`src/rtl/types_pkg.sv`:
```
// Shared types for the 3-stage core: opcodes, sequencer states and
// the default timing parameters of the pipeline sequencer.
package types_pkg;

  typedef enum logic [3:0] {
    NOP  = 4'h0,
    ADD  = 4'h1,
    SUB  = 4'h2,
    LW   = 4'h3,
    SW   = 4'h4,
    BEQ  = 4'h5,
    MULT = 4'h6,
    DIV  = 4'h7,
    HALT = 4'hF
  } opcode_t;

  typedef enum logic [1:0] {
    RUN      = 2'd0,
    LD_STALL = 2'd1,
    MD_BUSY  = 2'd2,
    HALTED   = 2'd3
  } seq_state_t;

  localparam int MD_LATENCY_DEF   = 4;
  localparam int STALL_CYCLES_DEF = 1;
  localparam int SEQ_CNT_W        = 4;

endpackage

```
`src/rtl/sat_counter.sv`:
```
// Saturating up-counter: counts inc cycles, holds at all-ones.
module sat_counter #(
  parameter int W = 16
) (
  input  logic         clk,
  input  logic         rst,
  input  logic         inc,
  output logic [W-1:0] count
);

  // Increment on request until the all-ones ceiling, never wrap.
  always_ff @(posedge clk or posedge rst) begin
    if (rst) begin
      count <= '0;
    end else if (inc && (count != {W{1'b1}})) begin
      count <= count + 1'b1;
    end
  end

endmodule

```
`src/rtl/pipeline_sequencer.sv`:
```
// Central pipeline controller for the 3-stage core. Produces stage
// enables, bubbles/flushes and PC control; sequences load-use stalls,
// multi-cycle MULT/DIV occupancy of S2 and retire-time HALT.
module pipeline_sequencer
  import types_pkg::*;
#(
  parameter int MD_LATENCY   = MD_LATENCY_DEF,
  parameter int STALL_CYCLES = STALL_CYCLES_DEF,
  parameter int PERF_W       = 16
) (
  input  logic              clk,
  input  logic              rst,
  input  logic              haz_stall,
  input  logic              s2_valid,
  input  logic              s2_R0_en,
  input  logic              branch_taken,
  input  opcode_t           s3_opcode,
  input  logic              s3_valid,
  input  logic              resume,
  output logic              pc_en,
  output logic              pc_load,
  output logic              s1_en,
  output logic              s2_en,
  output logic              s3_en,
  output logic              s1_flush,
  output logic              s2_bubble,
  output logic              s3_bubble,
  output logic              md_busy,
  output logic              halted,
  output seq_state_t        state,
  output logic [PERF_W-1:0] stall_cnt
);

  // Counter preloads: the entry cycle is spent in RUN, so the counter
  // covers the remaining cycles minus one (terminal count is zero).
  localparam logic [SEQ_CNT_W-1:0] MD_CNT_INIT = SEQ_CNT_W'(MD_LATENCY - 2);
  localparam logic [SEQ_CNT_W-1:0] LD_CNT_INIT =
    SEQ_CNT_W'((STALL_CYCLES > 1) ? (STALL_CYCLES - 2) : 0);

  seq_state_t           state_nxt;
  logic [SEQ_CNT_W-1:0] cnt;
  logic [SEQ_CNT_W-1:0] cnt_nxt;

  logic halt_retire;
  logic br_redirect;
  logic md_hold;
  logic ld_hold;
  logic in_halt;
  logic stall_inc;

  assign halt_retire = s3_valid && (s3_opcode == HALT);

  // Next-state logic and selection of the output mode for this cycle.
  always_comb begin
    state_nxt   = state;
    cnt_nxt     = cnt;
    br_redirect = 1'b0;
    md_hold     = 1'b0;
    ld_hold     = 1'b0;
    in_halt     = 1'b0;
    unique case (state)
      RUN: begin
        if (branch_taken && s2_valid) begin
          br_redirect = 1'b1;
        end else if (s2_valid && s2_R0_en) begin
          // MULT/DIV is held in S2 either way; a HALT retiring under it
          // wins so the halt is not lost behind the S3 bubble.
          md_hold = 1'b1;
          if (halt_retire) begin
            state_nxt = HALTED;
          end else begin
            state_nxt = MD_BUSY;
            cnt_nxt   = MD_CNT_INIT;
          end
        end else if (haz_stall) begin
          ld_hold = 1'b1;
          if (STALL_CYCLES > 1) begin
            state_nxt = LD_STALL;
            cnt_nxt   = LD_CNT_INIT;
          end
        end else if (halt_retire) begin
          state_nxt = HALTED;
        end
      end
      LD_STALL: begin
        ld_hold = 1'b1;
        if (cnt == '0) state_nxt = RUN;
        else           cnt_nxt   = cnt - 1'b1;
      end
      MD_BUSY: begin
        md_hold = 1'b1;
        if (cnt == '0) state_nxt = RUN;
        else           cnt_nxt   = cnt - 1'b1;
      end
      HALTED: begin
        in_halt = 1'b1;
        if (resume) state_nxt = RUN;
      end
      default: begin
        state_nxt = RUN;
      end
    endcase
  end

  // Mealy outputs; reset forces every stage to freeze and load NOPs.
  assign pc_en     = !(rst || md_hold || ld_hold || in_halt);
  assign s1_en     = !(rst || md_hold || ld_hold || in_halt);
  assign s2_en     = !(rst || md_hold || in_halt);
  assign s3_en     = !(rst || in_halt);
  assign pc_load   = !rst && br_redirect;
  assign s1_flush  = rst || br_redirect;
  assign s2_bubble = rst || br_redirect || ld_hold;
  assign s3_bubble = rst || md_hold;
  assign md_busy   = !rst && md_hold;
  assign halted    = !rst && in_halt;

  // State and occupancy counter registers.
  always_ff @(posedge clk or posedge rst) begin
    if (rst) begin
      state <= RUN;
      cnt   <= '0;
    end else begin
      state <= state_nxt;
      cnt   <= cnt_nxt;
    end
  end

  // Frozen-PC cycles outside HALTED feed the performance counter.
  assign stall_inc = !pc_en && (state != HALTED);

  sat_counter #(
    .W (PERF_W)
  ) u_stall_cnt (
    .clk   (clk),
    .rst   (rst),
    .inc   (stall_inc),
    .count (stall_cnt)
  );

endmodule

```
`config.mk`:
```
export PLATFORM = sky130hd
export DESIGN_NAME = pipeline_sequencer
export DESIGN_NICKNAME = d
export VERILOG_FILES = /design/src/rtl/types_pkg.sv /design/src/rtl/sat_counter.sv /design/src/rtl/pipeline_sequencer.sv
export SDC_FILE = /design/constraint.sdc
export NUM_CORES = 1
export LEC_CHECK = 0
export ABC_CLOCK_PERIOD_IN_PS = 6300
export CAP_MARGIN = 25
export CELL_PAD_IN_SITES_DETAIL_PLACEMENT = 1
export CELL_PAD_IN_SITES_GLOBAL_PLACEMENT = 2
export CORE_ASPECT_RATIO = 0.6
export CORE_MARGIN = 8
export CORE_UTILIZATION = 30
export CTS_CLUSTER_SIZE = 40
export DETAILED_ROUTE_END_ITERATION = 10
export PLACE_DENSITY = 0.95
export SYNTH_ARGS = -nofsm -noshare
export SYNTH_HDL_FRONTEND = slang
export SYNTH_SLANG_ARGS = --single-unit
```
`constraint.sdc`:
```
create_clock -name clk -period 6.3 [get_ports clk]
set_clock_uncertainty 0.2 [all_clocks]
set_input_delay 0.945 -clock clk [delete_from_list [all_inputs] [get_ports clk]]
set_output_delay 0.945 -clock clk [all_outputs]
set_load 0.01 [all_outputs]
```
Yosys cells after proc, flatten, opt, wreduce, memory -nomap -nowiden
Index checks and enable logic that the tools add are counted.
- register bits: 22
- input bits: 12
- add/sub/neg operators: 2
- equal/unequal tests: 14
- muxes and demuxes: 23
- reduce and logical (&&, ||, !) cells: 25
- operators with widths (cell ; count):
    adder 16 x 1 -> 16 bit, second input constant ; 1
    2-to-1 mux 4 bit ; 4
    inequality test 16 bit, second input constant ; 1
    2-to-1 mux 2 bit ; 6
    inequality test 2 bit, second input constant ; 6
    AND reduction 5 bit ; 2
    2-to-1 mux 1 bit ; 9
    logical AND 1 bit ; 8
    one-hot mux 4 bit (2 select lines) ; 1
    logical OR 1 bit ; 7
    inequality test 3 bit, second input constant ; 2
    one-hot mux 2 bit (3 select lines) ; 1
    == test 2 bit, second input constant ; 2
    == test 4 bit, second input constant ; 1
    zero test 1 bit ; 4
    zero test 4 bit ; 1
    one-hot mux 1 bit (2 select lines) ; 2
    subtractor 4 x 1 -> 4 bit, second input constant ; 1
    == test 2 x 1 -> 1 bit, second input constant ; 1
    zero test 2 bit ; 1
    inequality test 2 x 1 -> 1 bit, second input constant ; 1
    nonzero test 2 bit ; 1
    OR reduction 2 bit ; 1

Longest topological paths before layout
Gate-level depths: netlist (run 1).
- depth in word-level cells: 9
- mapped depth: 9
- gate-level depth less buffers: 7

Cells and area by module
A second synthesis (run 1) with hierarchy kept.
- cells, all modules: 137
- area, all modules: 1340.0 um^2
- modules (own cells, without submodules) (module ; instances ; cells each ; area each (um^2)):
    sat_counter ; 1 ; 71 ; 805.8
    pipeline_sequencer ; 1 ; 66 ; 534.3

Worst setup path after synthesis (run 1)
No wires, ideal clock.
- kind: in2out
- start: input branch_taken
- end: output s1_en
- arrival time: 1781 ps
- required time: 5155 ps
- path slack: 3374 ps
- stages on the path: 4
- buffers on the path: 1
- cells stage by stage: and4b_1 nor3_2 and3_1 buf_4
- word-level cells in the longest chain between the ends: 7
- elaborated cells on any way between the ends: 9
- those cells by class: mux (4); reduce/logical (5)
- ends and longest elaborated chain (item ; RTL line ; source):
    start, declared ; pipeline_sequencer.sv:16 ; input logic branch_taken,
    logical AND 1 bit (*) ; pipeline_sequencer.sv:63 ; if (branch_taken && s2_valid) begin
    2-to-1 mux 1 bit ; pipeline_sequencer.sv:63 ;
    one-hot mux 1 bit (2 select lines) ; pipeline_sequencer.sv:61 ; unique case (state)
    logical OR 1 bit ; n/a ;
    logical OR 1 bit (*) (2 in series) ; n/a ;
    zero test 1 bit (*) ; n/a ;
    end, declared ; pipeline_sequencer.sv:22 ; output logic s1_en,
Mark *: on every way between the ends. The rest lies on a longest branch, timed or not.

Final worst setup path (run 1)
- start: input s2_valid
- end: output s1_en
- word-level cells in the longest chain between the ends: 8
- elaborated cells on any way between the ends: 12
- those cells by class: mux (6); reduce/logical (6)
- ends and longest elaborated chain (item ; RTL line ; source):
    start, declared ; pipeline_sequencer.sv:14 ; input logic s2_valid,
    logical AND 1 bit ; pipeline_sequencer.sv:65 ; end else if (s2_valid && s2_R0_en) begin
    2-to-1 mux 1 bit ; pipeline_sequencer.sv:65 ;
    2-to-1 mux 1 bit ; pipeline_sequencer.sv:63 ;
    one-hot mux 1 bit (2 select lines) ; pipeline_sequencer.sv:61 ;
    logical OR 1 bit ; pipeline_sequencer.sv:107 ; assign s1_en = !(rst || md_hold || ld_hold || in_halt);
    logical OR 1 bit (*) (2 in series) ; pipeline_sequencer.sv:107 ;
    zero test 1 bit (*) ; pipeline_sequencer.sv:107 ;
Marks and branches as above.

==> summary.md, run 1 <==
| Metric | Value |
|---|---|
| Syn. warnings | 0 |
| Worst-path cell chain | clkdlybuf4s50_1 > o21ai_1 > a31oi_1 > and3_1 > clkdlybuf4s50_1 |
| Max Cap Violations | 0 |
| Critical Path End Type | output pin |
| Worst R2R End | u_stall_cnt.count[1]$_DFFE_PP0P_ |
| Delay-heaviest family, CP | buffers and inverters |
| Max-slew violations | 0 |
| Io pins | 40 |
| Die H | 67.0 um |
| Clock Pin Slew Worst Setup and Hold Paths | 0.08 ns |
| Vias | 1,126 |
| Clock Path Buffers | 2 |
| Critical path's largest stage delay | 0.56 ns |
| Netlist area before placement | 1300 um^2 |
| Drt first pass iters | 3 |
| Final hold vios | 0 |
| RSZ-0062 raised after global routing | no |
| Max H-tree Level | 1 |
| Postcts setup bufs | 0 |
| Pwr/cell area | 407 nW/um^2 |
| Setup crit start | s2_valid |
| Drt wl/cell | 16.3 um |
| TritonCTS Buffers | 3 |
| CP max-delay cell | clkdlybuf4s50_1 |
| Sum Neg Setup Slack | 0 ns |
| Share of layout cells above drive strength 1 | 6.40% |
| Req. time, crit path | 5.15 ns |
| Largest net degree at the start of global routing | 25 |
| Critical path endpoint | s1_en |
| Std cell rows | 18 |
| Peak supply drop | 107 uV |
| DRC | 0 |
| Vias/cell | 4.85 |
| Slew margin rel. | 40.3% |
| Final Instance Count excl. Fillers | 232 |
| Period utilization | 63.4% |
| DRC violation total after the first TritonRoute iteration | 19 |
| First-pass GRT wire length | 6270 um |
| CP Data Arrival Time | 2.85 ns |
| Final antenna-violating net count | 0 |
| Crit path time final | 4.00 ns |
| Crit path top cell by count | clkdlybuf4s50_1 |
| CTS Sinks | 22 |
| CP max FO | 6 |
| Sequential-to-total area share from yosys stat | 42.3% |
| Mapped Cells | 131 |
| Antenna violations before repair | 0 |
| TritonCTS clock tree | built |
| Crit path kind | primary input to output pin |
| Number of global-route vias before repair | 1,224 |
| Root cell of the clock tree | clkbuf_8 |
| Horiz. Die Dim | 101 um |
| Setup violations, final | 0 |
| Layout area overhead | 40.5% |
| PortBufs | 39 |
| Crit path launch type | primary input |
| DP Wirelength | 3100 um |
| Static leakage | 0.000759 uW |
| Mapped Nets | 149 |
| Status | finished clean |
| CP bufs+invs | 2 |
| Reg2reg start | state[0]$_DFFE_PP0P_ |
| Ant diodes | 0 |
| Fmax | 0.250 GHz |
| Placed Instances | 228 |
| Worst reg-to-reg path cell count | 8 |
| Hold Crit Class | flip-flop to flip-flop |
| Total grt overflow | 0 |
| Cts hold-fix bufs | 0 |
| Post-synthesis register bit count | 22 |
| Yosys cell types | 35 |
| RD Place Congestion | 0.795 |
| Hold Path Depth | 1 |
| Nets | 191 |
| Total GRT Usage | 11.7% |
| Core Region | 4140 um^2 |
| Reg-to-reg slack, setup | 3.82 ns |
| CP Depth | 5 |
| Post-Route WL | 3780 um |
| Worst skew pair latency | 0.26 ns |
| Slew @ Worst Pin | 0.895 ns |
| Initial Util | 31.4% |
| Die area | 6770 um^2 |
| Mean Syn Cell Area | 9.93 um^2 |
| FILL cells | 489 |
| Resize count post-CTS | 0 |
-- cells in the mapped netlist --
cell,number,area [um^2]
a2111oi_0,1,8.76
a2111oi_2,1,15.0
a2111oi_4,1,27.5
a21boi_1,1,7.51
a21oi_1,2,10.0
a221o_1,1,10.0
a31oi_1,1,6.26
and3_1,9,56.3
and3_4,1,11.3
and4_1,1,8.76
and4b_1,1,10.0
buf_2,2,10.0
buf_4,1,7.51
dfrtp_1,22,551
ha_1,6,75.1
inv_1,8,30.0
mux2_1,1,11.3
mux2i_1,3,30.0
nand2_1,6,22.5
nand3_1,17,85.1
nand3_2,1,10.0
nand4_1,3,18.8
nand4b_1,1,8.76
nor2_1,13,48.8
nor3_1,1,5.00
nor3_2,1,10.0
nor3b_1,1,7.51
o2111ai_1,1,8.76
o21ai_0,1,5.00
o21ai_1,2,10.0
or3_1,1,6.26
or3_4,1,11.3
or3b_1,1,8.76
xnor2_1,16,140
xor2_1,1,8.76
-- cell type report --
class / count / area [um^2] / area share (%)
Clock buffer: 3 / 41.3 / 2.26
Inverter: 8 / 30.0 / 1.64
Clock inverter: 1 / 30.0 / 1.64
Timing Repair Buffer: 40 / 398 / 21.8
Sequential cell: 22 / 551 / 30.1
Tap cell: 60 / 75.1 / 4.11
Multi-Input combinational cell: 98 / 703 / 38.5
-- cells by family (layout without fill, tap and decap cells) --
group	count (synthesis)	after routing	share of synthesized area, %
xor gates and xnor gates	17	17	11.4
muxes	4	4	3.17
DFF	22	22	42.3
and+or+nand+nor	59	59	25.3
adders and majority gates	6	6	5.77
AOI/OAI and AO/OA	12	12	8.37
buffers and inverters	11	52	3.65
-- how the worst min path moves through the flow --
stage / from / to / slack, ns
after floorplan: cnt[3]$_DFFE_PP0P_ / cnt[3]$_DFFE_PP0P_ / 0.30
after global placement: u_stall_cnt.count[13]$_DFFE_PP0P_ / u_stall_cnt.count[13]$_DFFE_PP0P_ / 0.28
after detailed placement: u_stall_cnt.count[13]$_DFFE_PP0P_ / u_stall_cnt.count[13]$_DFFE_PP0P_ / 0.30
after CTS: u_stall_cnt.count[13]$_DFFE_PP0P_ / u_stall_cnt.count[13]$_DFFE_PP0P_ / 0.31
after global routing: u_stall_cnt.count[13]$_DFFE_PP0P_ / u_stall_cnt.count[13]$_DFFE_PP0P_ / 0.33
final: u_stall_cnt.count[13]$_DFFE_PP0P_ / u_stall_cnt.count[13]$_DFFE_PP0P_ / 0.31
-- layout by cell type, fill, tap and decap left out, types with 2 or more instances in the layout --
master	count
nor2_1	13
ha_1	6
nand3_1	17
clkbuf_8	3
nand4_1	3
and3_1	9
a21oi_1	2
clkdlybuf4s50_1	39
o21ai_1	2
dfrtp_1	22
nand2_1	6
mux2i_1	3
xnor2_1	16
inv_1	8
-- power breakdown --
part / switching, uW / total, uW / internal [uW]
sequential: 46.4 / 230 / 184
clock: 46.4 / 131 / 84.9
combinational: 194 / 382 / 187
-- metrics by stage --
stage	setup slack [ns]	cell area, um^2	total power [uW]	utilization, %	hold WS (ns)
3_5_place_dp	2.25	1760	619	42.4	0.298
4_1_cts	2.24	1830	755	44.1	0.314
6_report	2.30	1830	743	44.1	0.307
5_1_grt	2.14	1830	802	44.1	0.334
3_3_place_gp	2.30	1760	600	42.4	0.276
2_1_floorplan	3.37	1300	454	-	0.304
-- routing by layer --
metal	part of all wire (%)	GRT usage (%)	vias up
met3	4.7	2.29	2
met1	45	13.9	556
met2	49	21.0	24
li1	-	-	544
met5	0	0	-
met4	0.77	3.68	0
-- state kept, by name (all words and copies together) (netlist names) --
signal             cells
cnt                    4
u_stall_cnt.count     16
state                  2
Note: power is estimated with default switching activity, not from simulation.
==> run 2, diff against run 1 <==
--- a/config.mk
+++ b/config.mk
@@ -5,16 +5,16 @@
 export SDC_FILE = /design/constraint.sdc
 export NUM_CORES = 1
 export LEC_CHECK = 0
-export ABC_CLOCK_PERIOD_IN_PS = 6300
+export ABC_CLOCK_PERIOD_IN_PS = 3200
 export CAP_MARGIN = 25
 export CELL_PAD_IN_SITES_DETAIL_PLACEMENT = 1
 export CELL_PAD_IN_SITES_GLOBAL_PLACEMENT = 2
 export CORE_ASPECT_RATIO = 0.6
 export CORE_MARGIN = 8
-export CORE_UTILIZATION = 30
+export CORE_UTILIZATION = 25
 export CTS_CLUSTER_SIZE = 40
 export DETAILED_ROUTE_END_ITERATION = 10
-export PLACE_DENSITY = 0.95
+export PLACE_DENSITY = 0.87
 export SYNTH_ARGS = -nofsm -noshare
 export SYNTH_HDL_FRONTEND = slang
 export SYNTH_SLANG_ARGS = --single-unit
==> constraint.sdc (replaced) <==
create_clock -name clk -period 3.2 [get_ports clk]
set_clock_uncertainty 0.2 [all_clocks]
set_input_delay 0.48 -clock clk [delete_from_list [all_inputs] [get_ports clk]]
set_output_delay 0.48 -clock clk [all_outputs]
set_load 0.01 [all_outputs]
==> run 2 against run 1 <==
Net effect:
- cell area increased by 0.68%
- worst setup slack worse by 2.2 ns
- clock power rose by 53%
- largest cell class unchanged
- combinational power grew 98%
- highest routed layer unchanged
- critical path type is now flip-flop to output pin
==> summary.md, run 2 (synthesis results as in run 1) <==
| Metric | Value |
|---|---|
| CTS Sinks | 22 |
| Antenna violations before repair | 0 |
| Post-Route WL | 3620 um |
| Clock Pin Slew Worst Setup and Hold Paths | 0.08 ns |
| Setup violations, final | 0 |
| Top flop regs | u_stall_cnt.count x16, cnt x4, state x2 |
| Max Cap Violations | 0 |
| Peak supply drop | 201 uV |
| Worst skew pair latency | 0.27 ns |
| CP max FO | 9 |
| RD Place Congestion | 0.787 |
| Static leakage | 0.000763 uW |
| Number of global-route vias before repair | 1,189 |
| Hold path start | u_stall_cnt.count[13]$_DFFE_PP0P_ |
| Req. time, crit path | 2.52 ns |
| Hold Crit Class | flip-flop to flip-flop |
| DRC | 0 |
| Status | finished clean |
| Psw | 561 uW |
| Critical Path End Type | output pin |
| Crit path kind | flip-flop to output pin |
| Total grt overflow | 0 |
| Fmax | 0.326 GHz |
| Max-slew violations | 0 |
| Layout area overhead | 41.4% |
| Clock Path Buffers | 2 |
| Largest net degree at the start of global routing | 23 |
| Std cell rows | 20 |
| Commonest non-fill, non-tap cell in the layout | clkdlybuf4s50_1 |
| Resize count post-CTS | 0 |
| First-pass GRT wire length | 6020 um |
| TritonCTS Buffers | 3 |
| Slew margin rel. | 51.3% |
| Sum Neg Setup Slack | 0 ns |
| Root cell of the clock tree | clkbuf_8 |
| P_int | 852 uW |
| Share of layout cells above drive strength 1 | 7.47% |
| Max FFs per register | 16 |
| Postcts setup bufs | 0 |
| Largest Register | u_stall_cnt.count |
| Vias | 1,109 |
| Crit path time final | 3.07 ns |
| Most frequent cells in the layout | clkdlybuf4s50_1 (39), dfrtp_1 (22), nand3_1 (17) |
| Hold Slack | 0.300 ns |
| Reg2reg start | state[0]$_DFFE_PP0P_ |
| Drt wl/cell | 15.1 um |
| TritonCTS clock tree | built |
| CP Data Arrival Time | 2.39 ns |
| DP Wirelength | 2880 um |
| Slew @ Worst Pin | 0.712 ns |
| Pwr/cell area | 768 nW/um^2 |
| Final hold vios | 0 |
| Switch share | 39.7% |
| Crit path launch type | flip-flop |
| Clock Power Share | 14.2% |
| Max H-tree Level | 1 |
| Period utilization | 95.9% |
| Total GRT Usage | 9.57% |
| Ant diodes | 0 |
| RSZ-0062 raised after global routing | no |
| Comb pwr share | 53.6% |
| Drt first pass iters | 4 |
| Die area | 7850 um^2 |
| Io pins | 40 |
| Nets | 193 |
| Sequential power share | 32.2% |
| Core Region | 5030 um^2 |
| Die H | 71.9 um |
| Setup crit start | state[0]$_DFFE_PP0P_ |
| Horiz. Die Dim | 109 um |
| Initial Util | 25.9% |
| Final antenna-violating net count | 0 |
| Vias/cell | 4.62 |
| PortBufs | 39 |
| DRC violation total after the first TritonRoute iteration | 34 |
| Cts hold-fix bufs | 0 |
==> run 2: cell types whose count changed in the layout (fill, tap and decap cells not counted) <==
cell       previous run  this run
buf_4                 1         3
bufinv_16             1         0
clkbuf_8              3         4
nor3_2                1         0
nor3_4                0         1
==> run 2: power by group through the flow <==
stage	logic [uW]	clock network, uW	registers [uW]
2_1_floorplan	427	0	466
3_3_place_gp	741	0	458
3_5_place_dp	764	0	459
4_1_cts	766	207	455
5_1_grt	848	216	468
6_report	757	201	455
==> run 2: layer usage <==
metal | wire length (um) | track usage (%) | share of wire, % | vias up
met4 | 13 | 1.36 | 0.36 | 0
met3 | 283 | 3.76 | 7.8 | 4
li1 | - | - | - | 549
met5 | 0 | 0 | 0 | -
met1 | 1800 | 12.9 | 50 | 528
met2 | 1520 | 14.3 | 42 | 28
==> run 2: final timing paths <==
check | to | slack (ns) | depth (start not counted)
max | pc_en | 0.13 | 6
min | u_stall_cnt.count[13]$_DFFE_PP0P_ | 0.30 | 1
min reg2reg | u_stall_cnt.count[13]$_DFFE_PP0P_ | 0.30 | 1
max in group asynchronous | u_stall_cnt.count[0]$_DFFE_PP0P_ | 1.92 | 3
max reg2reg | u_stall_cnt.count[1]$_DFFE_PP0P_ | 0.77 | 8
min in group asynchronous | state[0]$_DFFE_PP0P_ | 0.65 | 3
==> run 2: layout make-up <==
class | instances | area [um^2]
multi-input cells | 98 | 709
well taps | 66 | 82.6
clock buffers | 4 | 55.1
repair buffers | 42 | 413
flip-flops and latches | 22 | 551
fillers | 587 | 3190
inverters | 8 | 30.0
==> run 2: metrics by stage <==
stage               instances  setup slack (ns)  util [%]  total power [uW]  area (um^2)
floorplan                 131             0.823         -               894         1300
global placement          236             0.205      35.4              1200         1780
detailed placement        236             0.189      35.4              1220         1780
CTS                       240            0.0747      36.5              1430         1830
global route              240            0.0243      36.6              1530         1840
finish                    240             0.132      36.6              1410         1840
==> run 2: worst max-delay path, cell delays in order, from the launching register on <==
cell	delay, ns
dfrtp_1	0.41
inv_1	0.10
ha_1	0.31
and4b_1	0.30
nor3_4	0.23
and3_1	0.22
clkdlybuf4s50_1	0.54
==> run 3, diff against run 2 <==
--- a/config.mk
+++ b/config.mk
@@ -10,11 +10,12 @@
 export CELL_PAD_IN_SITES_DETAIL_PLACEMENT = 1
 export CELL_PAD_IN_SITES_GLOBAL_PLACEMENT = 2
 export CORE_ASPECT_RATIO = 0.6
-export CORE_MARGIN = 8
-export CORE_UTILIZATION = 25
+export CORE_MARGIN = 3
+export CORE_UTILIZATION = 26
+export CTS_BUF_LIST = sky130_fd_sc_hd__clkbuf_4 sky130_fd_sc_hd__clkbuf_8
 export CTS_CLUSTER_SIZE = 40
 export DETAILED_ROUTE_END_ITERATION = 10
-export PLACE_DENSITY = 0.87
+export PLACE_DENSITY = 0.9
 export SYNTH_ARGS = -nofsm -noshare
 export SYNTH_HDL_FRONTEND = slang
 export SYNTH_SLANG_ARGS = --single-unit
==> run 3 against run 2 <==
Net effect:
- sequential share of layout area grew 0.061 points
- total power is 0.34% higher
- final cell count down 1.3%
- utilization rose by 2.4 points
- via count increased by 2.1%
- sequential power about the same
- fmax grew 1.3%
- hold slack improved by 0.017 ns
- cell area decreased by 0.20%
- register-to-register slack worse by 0.04 ns
- first-iteration DRC count grew 38%
- critical path type unchanged
- critical endpoint unchanged
- largest cell class unchanged
==> summary.md, run 3 (synthesis results as in run 1) <==
| Metric | Value |
|---|---|
| First-pass GRT wire length | 5870 um |
| Vias/cell | 4.78 |
| Top flop regs | u_stall_cnt.count x16, cnt x4, state x2 |
| Placed Instances | 233 |
| Critical path endpoint | pc_en |
| Ant diodes | 0 |
| Crit path time final | 3.03 ns |
| Setup crit start | state[0]$_DFFE_PP0P_ |
| Worst R2R End | u_stall_cnt.count[3]$_DFFE_PP0P_ |
| Slew margin rel. | 50.0% |
| Clock Path Buffers | 2 |
| Drt first pass iters | 2 |
| Static leakage | 0.000763 uW |
| Slew @ Worst Pin | 0.731 ns |
| Critical path's largest stage delay | 0.54 ns |
| Setup violations, final | 0 |
| Die area | 5920 um^2 |
| Period utilization | 94.7% |
| Status | finished clean |
| PortBufs | 39 |
| Delay-heaviest family, CP | simple AND/OR/NAND/NOR gates |
| DP Wirelength | 2790 um |
| RD Place Congestion | 0.741 |
| Post-Route WL | 3420 um |
| Horiz. Die Dim | 97.3 um |
| Antenna violations before repair | 0 |
| Total grt overflow | 0 |
| Sum Neg Setup Slack | 0 ns |
| Crit path kind | flip-flop to output pin |
| Drt wl/cell | 14.4 um |
| CP bufs+invs | 2 |
| TritonCTS clock tree | built |
| Most frequent cells in the layout | clkdlybuf4s50_1 (39), dfrtp_1 (22), nand3_1 (17) |
| Crit path launch type | flip-flop |
| CP max-delay cell | clkdlybuf4s50_1 |
| Nets | 193 |
| CTS Sinks | 22 |
| Share of layout cells above drive strength 1 | 7.47% |
| Fmax | 0.330 GHz |
| DRC violation total after the first TritonRoute iteration | 47 |
| CP Depth | 6 |
| Clock Pin Slew Worst Setup and Hold Paths | 0.08 ns |
| Final hold vios | 0 |
| Worst skew pair latency | 0.26 ns |
| Layout area overhead | 41.2% |
| Core Region | 4710 um^2 |
| Reg-to-reg slack, setup | 0.73 ns |
| Reg2reg start | state[1]$_DFFE_PP0P_ |
| CP max FO | 9 |
| Worst-path cell chain | inv_1 > ha_1 > and4b_1 > nor3_4 > and3_1 > clkdlybuf4s50_1 |
| Max FFs per register | 16 |
| Vias | 1,132 |
| Req. time, crit path | 2.52 ns |
| Max-slew violations | 0 |
| Pwr/cell area | 772 nW/um^2 |
| Final Instance Count excl. Fillers | 237 |
| Std cell rows | 19 |
| Number of global-route vias before repair | 1,166 |
| Critical Path End Type | output pin |
| DRC | 0 |
| Total GRT Usage | 12.6% |
| Commonest non-fill, non-tap cell in the layout | clkdlybuf4s50_1 |
| Peak supply drop | 224 uV |
| TritonCTS Buffers | 3 |
| Largest Register | u_stall_cnt.count |
| Die H | 60.8 um |
| RSZ-0062 raised after global routing | no |
| CP Data Arrival Time | 2.35 ns |
| Postcts setup bufs | 0 |
| Initial Util | 27.6% |
| Max Cap Violations | 0 |
| Hold Crit Class | flip-flop to flip-flop |
| Max H-tree Level | 1 |
| Largest net degree at the start of global routing | 23 |
| Final antenna-violating net count | 0 |
| Root cell of the clock tree | clkbuf_8 |
| Io pins | 40 |
| Worst reg-to-reg path cell count | 8 |
[run 3: cell counts in the layout (fill, tap and decap cells not counted)]
No cell type changed its count.
[run 3: routing by layer]
layer / routed length [um] / global-route usage (%) / share of wire (%)
met5: 0 / 0 / 0
met4: 34 / 3.55 / 1.0
met3: 178 / 3.90 / 5.2
met2: 1500 / 21.3 / 44
met1: 1700 / 16.2 / 50
[run 3: report_power, final]
group	switching (uW)	internal, uW	total, uW
registers	90.1	362	452
clock network	90.8	110	200
logic	386	379	765
total	567	851	1420
[run 3: timing repair]
item | in CTS | in global routing
resized for setup | 0 | 1
hold buffers | 0 | 0
endpoints found under the setup margin | 0 | 3
[run 3: layout make-up]
type                            count  area, um^2
Timing Repair Buffer               42         413
Fill cell                         553        2870
Clock buffer                        4        55.1
Multi-Input combinational cell     98         709
Inverter                            8        30.0
Tap cell                           63        78.8
Sequential cell                    22         551
[run 3: worst min-delay path by stage]
stage | startpoint | to | slack [ns] | cells after the start
after detailed placement | u_stall_cnt.count[12]$_DFFE_PP0P_ | u_stall_cnt.count[12]$_DFFE_PP0P_ | 0.31 | 1
after global routing | u_stall_cnt.count[15]$_DFFE_PP0P_ | u_stall_cnt.count[15]$_DFFE_PP0P_ | 0.35 | 1
after CTS | u_stall_cnt.count[15]$_DFFE_PP0P_ | u_stall_cnt.count[15]$_DFFE_PP0P_ | 0.32 | 1
final | u_stall_cnt.count[15]$_DFFE_PP0P_ | u_stall_cnt.count[15]$_DFFE_PP0P_ | 0.32 | 1
after global placement | u_stall_cnt.count[13]$_DFFE_PP0P_ | u_stall_cnt.count[13]$_DFFE_PP0P_ | 0.29 | 1
after floorplan | rst | cnt[0]$_DFFE_PP0P_ | 0.29 | 1
[run 3: per-stage QoR]
step	power, uW	hold WS, ns	utilization (%)	setup WS (ns)	cell area (um^2)
after global placement	1180	0.290	37.7	0.229	1780
after detailed placement	1220	0.308	37.7	0.181	1780
final	1420	0.318	39.0	0.171	1840
after global routing	1540	0.347	39.0	0.0369	1840
after floorplan	894	0.286	-	0.823	1300
after CTS	1430	0.320	38.9	0.0853	1830
